[src/rtl/rv32i_types.sv]
// rv32i_types: shared RV32I opcode encodings and fetch-stage types.
package rv32i_types;
  localparam logic [31:0] RESET_PC_DEFAULT = 32'h4000_0060;
  typedef enum logic [6:0] {
    op_lui   = 7'b0110111,
    op_auipc = 7'b0010111,
    op_jal   = 7'b1101111,
    op_jalr  = 7'b1100111,
    op_br    = 7'b1100011,
    op_load  = 7'b0000011,
    op_store = 7'b0100011,
    op_imm   = 7'b0010011,
    op_reg   = 7'b0110011,
    op_csr   = 7'b1110011
  } rv32i_opcode;
  typedef enum logic [1:0] {IDLE, BUSY, HELD, DRAIN} fetch_state_t;
endpackage

[src/rtl/fetch_stage_if_id_reg.sv]
// if_id_reg: IF/ID pipeline register with load/clear and decode field slicing.
module if_id_reg
  import rv32i_types::*;
(
  input  logic        clk,
  input  logic        rst,
  input  logic        load,
  input  logic        clear,
  input  logic [31:0] load_pc,
  input  logic [31:0] load_instruction,
  output logic        valid,
  output logic [31:0] pc,
  output logic [31:0] instruction,
  output logic [6:0]  opcode,
  output logic [2:0]  funct3,
  output logic [6:0]  funct7,
  output logic [4:0]  rd,
  output logic [4:0]  rs1,
  output logic [4:0]  rs2
);
  always_ff @(posedge clk or negedge rst)
    if (!rst) begin
      valid <= 1'b0;
      pc <= '0;
      instruction <= '0;
    end else if (load) begin
      valid <= 1'b1;
      pc <= load_pc;
      instruction <= load_instruction;
    end else if (clear) valid <= 1'b0;
  assign opcode = instruction[6:0];
  assign funct3 = instruction[14:12];
  assign funct7 = instruction[31:25];
  assign rd = instruction[11:7];
  assign rs1 = instruction[19:15];
  assign rs2 = instruction[24:20];
endmodule

[src/rtl/fetch_stage.sv]
// fetch_stage: RV32I fetch FSM with held-address imem handshake, one-entry skid
// buffer for decode stalls and wrong-path squash on EX redirects.
module fetch_stage
  import rv32i_types::*;
#(
  parameter logic [31:0] RESET_PC = RESET_PC_DEFAULT
) (
  input  logic        clk,
  input  logic        rst,
  output logic        imem_read,
  output logic [31:0] imem_address,
  input  logic        imem_resp,
  input  logic [31:0] imem_rdata,
  input  logic        redirect,
  input  logic [31:0] redirect_pc,
  input  logic        stall,
  output logic        id_valid,
  output logic [31:0] id_pc,
  output logic [31:0] id_instruction,
  output logic [6:0]  id_opcode,
  output logic [2:0]  id_funct3,
  output logic [6:0]  id_funct7,
  output logic [4:0]  id_rd,
  output logic [4:0]  id_rs1,
  output logic [4:0]  id_rs2
);
  fetch_state_t state, state_n;
  logic [31:0] pc, pc_n, req_addr, req_n, skid_pc, skid_instruction, rpc;
  logic accept, id_load, skid_load;
  assign rpc = redirect_pc & ~32'd3;
  assign accept = !id_valid || !stall;
  assign imem_read = (state == BUSY) || (state == DRAIN);
  assign imem_address = req_addr;
  always_comb begin
    state_n = state;
    pc_n = pc;
    req_n = req_addr;
    id_load = 1'b0;
    skid_load = 1'b0;
    case (state)
      IDLE: begin
        state_n = BUSY;
        pc_n = redirect ? rpc : pc;
        req_n = pc_n;
      end
      BUSY:
        if (imem_resp) begin
          pc_n = redirect ? rpc : pc + 32'd4;
          req_n = pc_n;
          id_load = !redirect && accept;
          skid_load = !redirect && !accept;
          state_n = (redirect || accept) ? BUSY : HELD;
        end else if (redirect) begin
          pc_n = rpc;
          state_n = DRAIN;
        end
      HELD:
        if (redirect) begin
          pc_n = rpc;
          req_n = rpc;
          state_n = BUSY;
        end else if (!stall) begin
          id_load = 1'b1;
          req_n = pc;
          state_n = BUSY;
        end
      DRAIN: begin
        // the wrong-path request must complete at its original address
        pc_n = redirect ? rpc : pc;
        if (imem_resp) begin
          req_n = pc_n;
          state_n = BUSY;
        end
      end
    endcase
  end
  always_ff @(posedge clk or negedge rst)
    if (!rst) begin
      state <= IDLE;
      pc <= RESET_PC;
      req_addr <= '0;
      skid_pc <= '0;
      skid_instruction <= '0;
    end else begin
      state <= state_n;
      pc <= pc_n;
      req_addr <= req_n;
      if (skid_load) begin
        skid_pc <= req_addr;
        skid_instruction <= imem_rdata;
      end
    end
  if_id_reg u_if_id (
    .clk(clk),
    .rst(rst),
    .load(id_load),
    .clear(redirect || (id_valid && !stall)),
    .load_pc(state == HELD ? skid_pc : req_addr),
    .load_instruction(state == HELD ? skid_instruction : imem_rdata),
    .valid(id_valid),
    .pc(id_pc),
    .instruction(id_instruction),
    .opcode(id_opcode),
    .funct3(id_funct3),
    .funct7(id_funct7),
    .rd(id_rd),
    .rs1(id_rs1),
    .rs2(id_rs2)
  );
endmodule
[config.mk]
export PLATFORM = sky130hd
export DESIGN_NAME = fetch_stage
export DESIGN_NICKNAME = d
export VERILOG_FILES = /design/src/rtl/rv32i_types.sv /design/src/rtl/fetch_stage_if_id_reg.sv /design/src/rtl/fetch_stage.sv
export SDC_FILE = /design/constraint.sdc
export NUM_CORES = 1
export LEC_CHECK = 0
export ABC_AREA = 1
export CAP_MARGIN = 15
export CELL_PAD_IN_SITES_DETAIL_PLACEMENT = 0
export CELL_PAD_IN_SITES_GLOBAL_PLACEMENT = 1
export CORE_ASPECT_RATIO = 1.2
export CORE_MARGIN = 3
export CORE_UTILIZATION = 40
export DETAILED_ROUTE_END_ITERATION = 16
export PLACE_DENSITY_LB_ADDON = 0.1
export SLEW_MARGIN = 10
export SYNTH_ARGS = -nofsm -noshare
export SYNTH_HDL_FRONTEND = slang
export SYNTH_SLANG_ARGS = --single-unit
[constraint.sdc]
create_clock -name clk -period 3.72 [get_ports clk]
set_clock_uncertainty 0.15 [all_clocks]
set_input_delay 1.116 -clock clk [delete_from_list [all_inputs] [get_ports clk]]
set_output_delay 1.116 -clock clk [all_outputs]
set_load 0.05 [all_outputs]
Yosys cells after proc, flatten, opt, wreduce, memory -nomap -nowiden
Cells that the tools add are included.
Cells by class
  add/subtract/negate cells: 1
  reductions and logical operators: 16
  mux-type cells: 26
  equality and inequality tests: 7
Operators with widths (number)
  2-to-1 mux 32 bit: 9
  case mux 32 bit (4 select lines): 1
  case mux 32 bit (2 select lines): 1
  adder 32 x 3 -> 32 bit, second input constant: 1
  2-to-1 mux 2 bit: 6
  case mux 2 bit (4 select lines): 1
  2-to-1 mux 1 bit: 7
  != test 3 bit, second input constant: 2
  AND reduction 3 bit: 2
  equality test 2 bit, second input constant: 2
  logical NOT 1 bit: 4
  logical OR 1 bit: 4
  != test 2 bit, second input constant: 2
  logical AND 1 bit: 3
  OR reduction 3 bit: 1
  equality test 2 x 1 -> 1 bit, second input constant: 1
  logical NOT 2 bit: 1
  case mux 1 bit (2 select lines): 1
  nonzero test 2 bit: 1
Storage, ports and cells
  output and inout bits: 130
  register bits after elaboration: 195

Logic depth before layout (Yosys ltp)
  word-level depth: 6
  gate-level depth with buffers: 11
  depth with buffers taken out: 11

Cells and area by module
Synthesis repeated with hierarchy kept, for this count alone.
Unflattened totals
  cell total of the unflattened synthesis: 1306
  area, all modules: 9939.5 µm²
Modules (own cells, without submodules)
  fetch_stage: seq. area each 3256.9 µm², instances 1, area an instance 7184.4 µm², cells an instance 999
  if_id_reg: seq. area each 1626.6 µm², instances 1, area an instance 2755.1 µm², cells an instance 307

Worst setup path before layout
Ideal clock, no wire load.
  path type: register -> output
  start: register state[1]
  end: output port imem_read
  required time: 2.454 ns
  arrival time: 1.061 ns
  cell stages (with the launch flop): 5
  path slack: 1.393 ns
  cell sequence: dfrtp_1 inv_1 ha_1 inv_2 nand2_1
On the way
  longest elaborated chain between the ends: 2
Ends and longest elaborated chain
  start, declared: RTL line fetch_stage.sv:27  | fetch_state_t state, state_n;
  start signal, assigned: RTL line fetch_stage.sv:85  | state <= state_n;
  equality test 2 x 1 -> 1 bit / equality test 2 bit (equally long branches): RTL line fetch_stage.sv:32  | assign imem_read = (state == BUSY) || (state == DRAIN);
  logical OR 1 bit (*): RTL line fetch_stage.sv:32
  end, declared: RTL line fetch_stage.sv:10  | output logic imem_read,
Mark *: on every way between the ends. The rest lies on a longest branch, timed or not.

Final worst setup path
  start: register req_addr[14], in the netlist imem_address[14]
  end: output port imem_address[14]
RTL lines
  start, declared: RTL line fetch_stage.sv:28  | logic [31:0] pc, pc_n, req_addr, req_n, skid_pc, skid_instruction, rpc;
  start signal, assigned: RTL line fetch_stage.sv:87  | req_addr <= req_n;
  end, declared: RTL line fetch_stage.sv:11  | output logic [31:0] imem_address,
No word-level cell between the ends.

==> metrics.cfg <==
[drt]
drt_iter0_drc=509
wl_met3_mm=1.42
wirelength_mm=26.4
met1_length_mm=12.3
drc=0
vias=8252
drtPass1Iterations=5
viasPerCell=4.85
top_layer_used=met4
postRouteAntennaNets=0
met2_wirelength_mm=12.2
wl_per_cell_um=15.5

[flow_run]
drv_cap=0

[cts]
clock_path_buffers=2
cts_sinks=195
clk_pin_slew_ns=0.08
clk_latency_ns=0.44
cts_made_buffers=17
cts_tree=yes
cts_resized=0
htreeDepth=4
cts_setup_buffers=0
cts_hold_buf=0
root_buffer=clkbuf_16

[pwr]
pwr_density_cell_mw_per_mm2=999
ir_worst_vdd_mv=0.442
leakage_nw=5.66

[synthesis]
synthFlopType=dfrtp_1
synth-edff-count=0
syn-num-nets=1311
synth.distinct_cells=32
seq_area_frac_synth_pct=50.8
netlist_area_mm2=0.00961
synth_seq_cells=195
synthMostInstantiatedCell=nand2_1
avgSynthCellArea_um2=7.77
yosys-top-cells-area=dfrtp_1 (50%), nand2_1 (19%), a31oi_1 (4.6%)
syn_inst=1237
async_flop_share_pct=100
yosysTopAreaCell=dfrtp_1
synth_top_cell_area_share_pct=50.0
synth_commonest_cells=nand2_1 (485), dfrtp_1 (192), nor2_1 (112)
yosysWarnings=0

[global_routing]
grt_max_degree=77
grt_usage_pct=21.0
grt_first_pass_wirelength_mm=43.6
antenna_found_initial=0
grt_overflow_total=0
first_global_vias=8058

[die]
start_util_pct=41.0
ios=199
coreArea_mm2=0.0234
rows=61
die_h_um=176
die_w_um=147
dieArea_mm2=0.0259

[setup_path]
ff2ff_setup_slack_ns=1.26
crit_fanout=4
setup.worst_path.class=flop to output pin
cp.arrival_ns=1.80
end_kind=output pin
crit_path_cell_trace=clkdlybuf4s50_1
start_kind=flop
critPathBufInv=1
max_stage_delay_ns=0.87
cpLargestDelayFamily=buffers and inverters
critical_path.slowest_cell=clkdlybuf4s50_1
cp.required_ns=2.45

[cells_and_area]
fin_nets=1449
area_growth_pct=27.0
final_util_pct=52.1
antenna_cells=0
drive_above_1_share_pct=6.41

[placed_design]
place_congestion=0.836
io_buffers=196
hpwl_mm=17.7

[sta]
timing.fmax_ghz=0.326
tightest_slew_ns=0.776
hold_violations=0
period_minus_slack_ns=3.07
rsz0062_at_grt=no
setup_viol=0
maxSlewViolCount=0
setup_tns_ns=0
finalCritPeriodShare_pct=82.4
slew_headroom_pct=48.3

[run_status]
outcome=complete, no violations

[hold_path]
hold_path_class=flop to flop

==> path summary, 6_finish.rpt <==
path | from | to | cells past startpoint
min reg2reg | skid_instruction[0]$_DFFE_PN0P_ | skid_instruction[0]$_DFFE_PN0P_ | 2
max | imem_address[14]$_DFFE_PN0P_ | imem_address[14] | 1
max in group asynchronous | rst | skid_pc[8]$_DFFE_PN0P_ | 2
min | skid_instruction[0]$_DFFE_PN0P_ | skid_instruction[0]$_DFFE_PN0P_ | 2
min in group asynchronous | rst | u_if_id.instruction[20]$_DFFE_PN0P_ | 1
max reg2reg | state[1]$_DFFE_PN0P_ | u_if_id.instruction[5]$_DFFE_PN0P_ | 10
==> per-layer routing <==
layer | up-vias | global-route usage [%]
li1 | 4228 | -
met1 | 3766 | 29.0
met2 | 230 | 34.1
met3 | 28 | 4.39
met4 | 0 | 5.17
met5 | - | 0
==> flip-flops by register name, summed over array words and instances, names as in the netlist <==
| register | cells |
|---|---|
| u_if_id.pc | 32 |
| pc | 32 |
| state | 2 |
| u_if_id.valid | 1 |
| skid_instruction | 32 |
| skid_pc | 32 |
| u_if_id.instruction | 32 |
| imem_address | 32 |
==> cells by family after synthesis <==
logic type / after synthesis / synth area share, %
and+or+nand+nor: 670 / 28.1
DFF: 195 / 50.8
AOI/OAI and AO/OA: 194 / 11.5
buffers and inverters: 171 / 8.68
adders and majority gates: 5 / 0.651
muxes: 2 / 0.208
==> through the flow <==
stage          worst slack (ns)  hold WS [ns]  cells  power (mW)  instance area, um2
4_1_cts                   0.638         0.326   1703        12.3               12200
3_3_place_gp              0.714         0.304   1671        10.4               11600
5_1_grt                   0.599         0.340   1703        13.0               12200
2_1_floorplan              1.39         0.292   1237        8.41                9610
6_report                  0.653         0.322   1703        12.2               12200
3_5_place_dp              0.703         0.308   1671        10.5               11600
==> placed cells by master, fill, tap and decap left out, types with 2 or more instances in the layout <==
master	instances
clkbuf_8	3
nand2_1	485
o211ai_1	4
o21ai_0	35
nand2_2	2
buf_4	16
inv_8	3
nand4_1	6
a22oi_1	9
inv_2	7
ha_1	4
or2_2	3
nand3_2	4
clkdlybuf4s50_1	193
a31oi_1	71
nor3_1	3
nand3_1	40
dfstp_2	3
buf_12	6
clkinvlp_4	3
clkinv_4	3
o21ai_1	38
a21oi_1	30
nand3b_1	2
o21bai_1	2
dfrtp_1	192
nor2_4	8
inv_1	65
nor2_1	112
inv_6	3
o22ai_1	3
mux2i_1	2
nor2_2	4
clkbuf_16	17
==> cell type report <==
class | count | area (um2)
clock buffers | 19 | 453
clock inverters | 13 | 114
fillers | 2335 | 11200
inverters | 73 | 277
multi-input cells | 871 | 3890
flip-flops and latches | 195 | 4880
well taps | 315 | 394
repair buffers | 217 | 2190
==> power breakdown <==
| part | leakage, nW | internal (mW) | switching, mW |
|---|---|---|---|
| Clock | 0.272 | 0.915 | 0.880 |
| Sequential | 2.37 | 3.11 | 0.734 |
| Combinational | 3.02 | 2.10 | 4.46 |
No activity file was read; power rests on OpenSTA's default activity.
